<file path="config.mk">
export PLATFORM = sky130hd
export DESIGN_NAME = sha256_compress
export DESIGN_NICKNAME = d
export VERILOG_FILES = /design/src/rtl/sha256_pkg.sv /design/src/rtl/sha256_k_rom.sv /design/src/rtl/sha256_compress.sv
export SDC_FILE = /design/constraint.sdc
export NUM_CORES = 2
export LEC_CHECK = 0
export ABC_AREA = 1
export BUFFER_PORTS_ARGS = -buffer_cell sky130_fd_sc_hd__buf_4
export CAP_MARGIN = 20
export CORE_MARGIN = 1.5
export CORE_UTILIZATION = 47
export CTS_CLUSTER_DIAMETER = 120
export DETAILED_ROUTE_END_ITERATION = 7
export GPL_ROUTABILITY_DRIVEN = 1
export PLACE_DENSITY_LB_ADDON = 0.1
export SYNTH_ARGS = -nofsm -noshare
export SYNTH_HDL_FRONTEND = slang
export SYNTH_SLANG_ARGS = --single-unit
</file>
<file path="constraint.sdc">
create_clock -name clk -period 35.5 [get_ports clk]
set_input_delay 1.775 -clock clk [delete_from_list [all_inputs] [get_ports clk]]
set_output_delay 1.775 -clock clk [all_outputs]
set_load 0.01 [all_outputs]
</file>
<file path="src/rtl/sha256_pkg.sv">
// Shared SHA-256 definitions: FSM encoding, round constants, IV and the
// bitwise helper functions used by the compression datapath.
package sha256_pkg;

   typedef enum logic [1:0] {
      IDLE   = 2'd0,
      LOAD   = 2'd1,
      EXPAND = 2'd2,
      DONE   = 2'd3
   } state_t;

   typedef struct packed {
      logic [31:0] a, b, c, d, e, f, g, h;
   } work_t;

   localparam logic [31:0] K [64] = '{
      32'h428a2f98, 32'h71374491, 32'hb5c0fbcf, 32'he9b5dba5, 32'h3956c25b, 32'h59f111f1, 32'h923f82a4, 32'hab1c5ed5,
      32'hd807aa98, 32'h12835b01, 32'h243185be, 32'h550c7dc3, 32'h72be5d74, 32'h80deb1fe, 32'h9bdc06a7, 32'hc19bf174,
      32'he49b69c1, 32'hefbe4786, 32'h0fc19dc6, 32'h240ca1cc, 32'h2de92c6f, 32'h4a7484aa, 32'h5cb0a9dc, 32'h76f988da,
      32'h983e5152, 32'ha831c66d, 32'hb00327c8, 32'hbf597fc7, 32'hc6e00bf3, 32'hd5a79147, 32'h06ca6351, 32'h14292967,
      32'h27b70a85, 32'h2e1b2138, 32'h4d2c6dfc, 32'h53380d13, 32'h650a7354, 32'h766a0abb, 32'h81c2c92e, 32'h92722c85,
      32'ha2bfe8a1, 32'ha81a664b, 32'hc24b8b70, 32'hc76c51a3, 32'hd192e819, 32'hd6990624, 32'hf40e3585, 32'h106aa070,
      32'h19a4c116, 32'h1e376c08, 32'h2748774c, 32'h34b0bcb5, 32'h391c0cb3, 32'h4ed8aa4a, 32'h5b9cca4f, 32'h682e6ff3,
      32'h748f82ee, 32'h78a5636f, 32'h84c87814, 32'h8cc70208, 32'h90befffa, 32'ha4506ceb, 32'hbef9a3f7, 32'hc67178f2
   };

   localparam logic [255:0] IV = {
      32'h6a09e667, 32'hbb67ae85, 32'h3c6ef372, 32'ha54ff53a,
      32'h510e527f, 32'h9b05688c, 32'h1f83d9ab, 32'h5be0cd19
   };

   function automatic logic [31:0] rotr(input logic [31:0] x, input int n);
      return (x >> n) | (x << (32 - n));
   endfunction

   function automatic logic [31:0] big_sigma0(input logic [31:0] x);
      return rotr(x, 2) ^ rotr(x, 13) ^ rotr(x, 22);
   endfunction

   function automatic logic [31:0] big_sigma1(input logic [31:0] x);
      return rotr(x, 6) ^ rotr(x, 11) ^ rotr(x, 25);
   endfunction

   function automatic logic [31:0] small_sigma0(input logic [31:0] x);
      return rotr(x, 7) ^ rotr(x, 18) ^ (x >> 3);
   endfunction

   function automatic logic [31:0] small_sigma1(input logic [31:0] x);
      return rotr(x, 17) ^ rotr(x, 19) ^ (x >> 10);
   endfunction

   function automatic logic [31:0] ch(input logic [31:0] x, input logic [31:0] y, input logic [31:0] z);
      return (x & y) ^ (~x & z);
   endfunction

   function automatic logic [31:0] maj(input logic [31:0] x, input logic [31:0] y, input logic [31:0] z);
      return (x & y) ^ (x & z) ^ (y & z);
   endfunction

   // One compression round; additions wrap modulo 2^32 by width.
   function automatic work_t sha_round(input work_t s, input logic [31:0] k, input logic [31:0] w);
      logic [31:0] t1;
      logic [31:0] t2;
      work_t r;
      t1 = s.h + big_sigma1(s.e) + ch(s.e, s.f, s.g) + k + w;
      t2 = big_sigma0(s.a) + maj(s.a, s.b, s.c);
      r.a = t1 + t2;
      r.b = s.a;
      r.c = s.b;
      r.d = s.c;
      r.e = s.d + t1;
      r.f = s.e;
      r.g = s.f;
      r.h = s.g;
      return r;
   endfunction

endpackage

</file>
<file path="src/rtl/sha256_k_rom.sv">
// Combinational lookup of the SHA-256 round constant Kt.
module sha256_k_rom
   import sha256_pkg::*;
(
   input  logic [5:0]  idx,
   output logic [31:0] k
);

   assign k = K[idx];

endmodule

</file>
<file path="src/rtl/sha256_compress.sv">
// SHA-256 single-block compression: 16 streamed rounds, 48 expanded rounds,
// final working state reported without the feed-forward add.
module sha256_compress
   import sha256_pkg::*;
(
   input  logic         clk,
   input  logic         rst,
   input  logic         start,
   input  logic [255:0] h_in,
   input  logic         w_valid,
   input  logic [31:0]  w_in,
   output logic         w_ready,
   output logic         busy,
   output logic         done,
   output logic [255:0] state_out,
   output logic [31:0]  e_out
);

   state_t       state_reg;
   logic [5:0]   round_reg;
   logic         last_reg;
   logic         w_ready_reg;
   logic         busy_reg;
   logic         done_reg;
   logic [255:0] state_out_reg;
   work_t        work_reg;
   logic [31:0]  win_reg [16];
   logic [31:0]  win_next [16];
   logic [31:0]  k_t;
   logic [31:0]  w_t;
   logic [31:0]  w_exp;
   logic         load_xfer;
   logic         exp_step;

   sha256_k_rom u_k_rom (
      .idx (round_reg),
      .k   (k_t)
   );

   assign load_xfer = (state_reg == LOAD) && w_valid;
   assign exp_step  = (state_reg == EXPAND) && !last_reg;

   // win_reg[15] is W[t-1], win_reg[0] is W[t-16].
   assign w_exp = small_sigma1(win_reg[14]) + win_reg[9] + small_sigma0(win_reg[1]) + win_reg[0];
   assign w_t   = (state_reg == LOAD) ? w_in : w_exp;

   generate
      for (genvar gi = 0; gi < 16; gi++) begin : g_win
         if (gi < 15) begin : g_shift
            assign win_next[gi] = win_reg[gi + 1];
         end else begin : g_tail
            assign win_next[gi] = w_t;
         end
      end
   endgenerate

   always_ff @(posedge clk) begin
      if (load_xfer || exp_step) begin
         win_reg <= win_next;
      end
   end

   always_ff @(posedge clk) begin
      if (state_reg == IDLE && start) begin
         work_reg <= h_in;
      end else if (load_xfer || exp_step) begin
         work_reg <= sha_round(work_reg, k_t, w_t);
      end
   end

   // last_reg adds the settle cycle after round 63 so done lands 49 cycles after W15.
   always_ff @(posedge clk) begin
      if (rst) begin
         state_reg     <= IDLE;
         round_reg     <= '0;
         last_reg      <= 1'b0;
         w_ready_reg   <= 1'b0;
         busy_reg      <= 1'b0;
         done_reg      <= 1'b0;
         state_out_reg <= '0;
      end else begin
         done_reg <= 1'b0;
         case (state_reg)
            IDLE: begin
               if (start) begin
                  state_reg   <= LOAD;
                  round_reg   <= '0;
                  last_reg    <= 1'b0;
                  w_ready_reg <= 1'b1;
                  busy_reg    <= 1'b1;
               end
            end
            LOAD: begin
               if (w_valid) begin
                  round_reg <= round_reg + 6'd1;
                  if (round_reg == 6'd15) begin
                     state_reg   <= EXPAND;
                     w_ready_reg <= 1'b0;
                  end
               end
            end
            EXPAND: begin
               if (last_reg) begin
                  state_reg     <= DONE;
                  done_reg      <= 1'b1;
                  state_out_reg <= work_reg;
               end else if (round_reg == 6'd63) begin
                  last_reg <= 1'b1;
               end else begin
                  round_reg <= round_reg + 6'd1;
               end
            end
            DONE: begin
               state_reg <= IDLE;
               busy_reg  <= 1'b0;
            end
         endcase
      end
   end

   assign w_ready   = w_ready_reg;
   assign busy      = busy_reg;
   assign done      = done_reg;
   assign state_out = state_out_reg;
   assign e_out     = state_out_reg[127:96];

endmodule

</file>
==> out/metrics.yaml <==
outcome:
  outcome: "finished, final reports clean"
die:
  core_area_sq_um: 112700
  initial_core_util_pct: 47.51
  dieHeight_um: 340.4
  die_x_um: 340.4
  std_cell_rows: 123
  dieArea_sq_um: 115900
  ios: 583
global_route:
  grt_pass1_vias: 39872
  grt_max_degree: 186
  grt_util_all_layers_pct: 33.37
  grt.overflow.total: 0
  grt_antenna_before_repair: 10
  grt_pass1_wl_um: 279200
route:
  first_iter_violations: 4211
  drc: 0
  dr.pass1.iters: 8
  routed_via_density: 5.434
  ant_nets: 0
  wirelength_um: 196500
  vias: 41043
  wire_per_inst_um: 26.01
yosys:
  synth_top_family_by_area: "simple AND/OR/NAND/NOR gates"
  synth_edf_count: 768
  synth_area_leaders: "edfxtp_1 (43%), dfxtp_1 (10%), nand2_1 (8.0%)"
  yosys.area.top_type: "edfxtp_1"
  synth-seq-cells: 1036
  syn-cell-area_sq_um: 53520
  synth_compound_area_share_pct: 9.321
  synth_fa_ha_area_share_pct: 10.46
  ys_types: 71
  synth_seq_area_share_pct: 53.12
  yosysWarnings: 0
  muxShareOfSynthArea_pct: 0.4676
  synth_xor_area_share_pct: 4.891
  synthArstFlopShare_pct: 0
  synth_ff_type: "edfxtp_1"
  synth_nets: 6119
  synth.avg_cell_area_sq_um: 9.741
  synth_top_area_share_pct: 43.09
  synthSimpleGateAreaFrac_pct: 15.34
  synthCells: 5494
finish:
  largest_reg_flops: 480
  fill_cells: 10142
  final_layout_size_suffix_gt1_share_pct: 14.82
  area_delta_synth_final_pct: 17.29
  fin_nets: 6576
worst_setup_path:
  crit_fanout: 6
  crit_top_cell: "nand2_1"
  critical-path-slowest-cell: "fa_1"
  cp.buffers_inverters: 7
  rr_worst_depth: 42
  cp-end-kind: "register"
  cp.required_ns: 35.97
  path_depth: 42
  crit_type: "reg -> reg"
  r2r-start: "win_next[94]"
  startpoint_type: "register"
  cp.arrival_ns: 10.41
  cp-startpoint: "win_next[94]"
  cpPeakStageDelay_ns: 0.55
  crit_family: "adder cells"
hold_path:
  hold_class: "reg -> reg"
  worstHoldPathCells: 0
  min_from: "win_next[60]"
cts:
  clk_latency_ns: 0.75
  ctsResizeCount: 0
  ctsHoldBuffers: 0
  numClockSinks: 1036
  clockBufferDepth: 3
  cts_buffers: 107
  cts_tree: "built"
  h-tree-depth: 3
  cts.clk_slew.worst_paths_ns: 0.06
  post_cts_buffers: 0
  cts_root_buf: "clkbuf_16"
sta:
  finalSetupTns_ns: 0
  layout_min_cycle_time_ns: 9.943
  slew_headroom_pct: 7.791
  setup_viol: 0
  grt_setup_unrepaired: "no"
  worstMarginPinSlew_ns: 1.383
  fin_crit_sh_pct: 28.01
  slew_viol_final: 0
  max_freq_ghz: 0.1006
  hold_viol: 0
  finClkSkew_ns: 0.07056
job:
  drv_cap: 0
placed_design:
  place.gp.congestion: 1.007
  post-dp-hpwl_um: 150300
  port_buffers: 582
worst reg2reg max path, delay by kind of cell (launching register included):
kind | cells | cell delay [ns]
XOR/XNOR | 3 | 0.97
adder cells (fa/ha/maj) | 9 | 4.12
buffers and inverters | 7 | 0.49
AND/OR/NAND/NOR | 15 | 2.17
AO/OA/AOI/OAI | 8 | 1.42
flip-flops | 1 | 0.53
per-stage QoR:
stage	hold slack, ns	utilization [%]	area, sq um	setup slack [ns]	cells
after floorplan	0.4003	-	53520	21.80	5494
after global placement	0.4003	52.38	59010	25.58	7341
after detailed placement	0.4045	52.38	59010	25.71	7341
after CTS	0.4070	55.68	62730	25.62	7544
after global routing	0.4130	55.72	62770	25.00	7550
final	0.4109	55.72	62770	25.56	7553
synthesized netlist by cell type, types with 4 or more instances:
cell type     n
o22ai_1      15
buf_2        17
or2_0         5
nor2_1      623
nand4_1      15
a211oi_1     10
nor4_1        5
a31oi_1      25
o221ai_1      8
mux2i_1      25
o211ai_1     15
clkbuf_1    201
dfxtp_1     268
o21ai_0     428
nand3_1     143
edfxtp_1    768
o21bai_1     46
or2_1         6
xor2_1      151
a31o_2        4
a21o_1       15
inv_2        19
a221oi_1     10
nand3_2       6
ha_1        146
a21oi_1     234
buf_1        25
o21ai_1      14
o31ai_1      13
fa_1        187
buf_4        34
a21oi_2       5
nor3_1       38
o21a_1        5
nand2_2       9
xnor2_1     146
a21boi_1      5
nand2_1    1143
or2_2        42
inv_1       569
logic make-up after synthesis:
family / count (synthesis)
flip-flops: 1036
multiplexers: 25
AND/OR/NAND/NOR: 2047
AO/OA/AOI/OAI: 882
XOR/XNOR: 298
adder cells (fa/ha/maj): 336
buffers and inverters: 870
cells in the final DEF (no fill, tap or decap), drive strengths merged, types with 53 or more instances in the layout:
master,synthesis,final
nand2,1152,1152
buf,77,626
nor2,625,625
xnor2,146,146
fa,187,187
or2,53,53
clkbuf,201,160
edfxtp,768,768
inv,588,593
xor2,152,152
dfxtp,268,268
nand3,150,150
a21oi,239,239
ha,146,146
o21ai,446,446
final cells by class:
cell class,count,area [sq um],share of cell area (%)
diodes,8,20.02,0.03189
clock buffers,160,3080,4.907
clock inverters,43,639.4,1.019
inverters,592,2243,3.574
multi-input cells,3588,21710,34.59
flip-flops and latches,1036,28430,45.29
well taps,1500,1877,2.990
repair buffers,626,4770,7.598
final timing paths:
check / endpoint / slack (ns)
max: work_reg[252] / 25.56
min: win_next[92] / 0.41
max reg2reg: work_reg[252] / 25.56
min reg2reg: win_next[92] / 0.41
routing by layer:
| metal | vias up | GRT usage [%] | wire, um |
|---|---|---|---|
| li1 | 18953 | - | - |
| met1 | 20135 | 43.33 | 78410 |
| met2 | 1636 | 55.52 | 95290 |
| met3 | 319 | 4.904 | 13760 |
| met4 | 0 | 14.75 | 9023 |
| met5 | - | 0 | 0 |
Power is left out: the tool's default activity adds up to more than one toggle a clock period on the data nets, which glitch-free logic cannot reach.
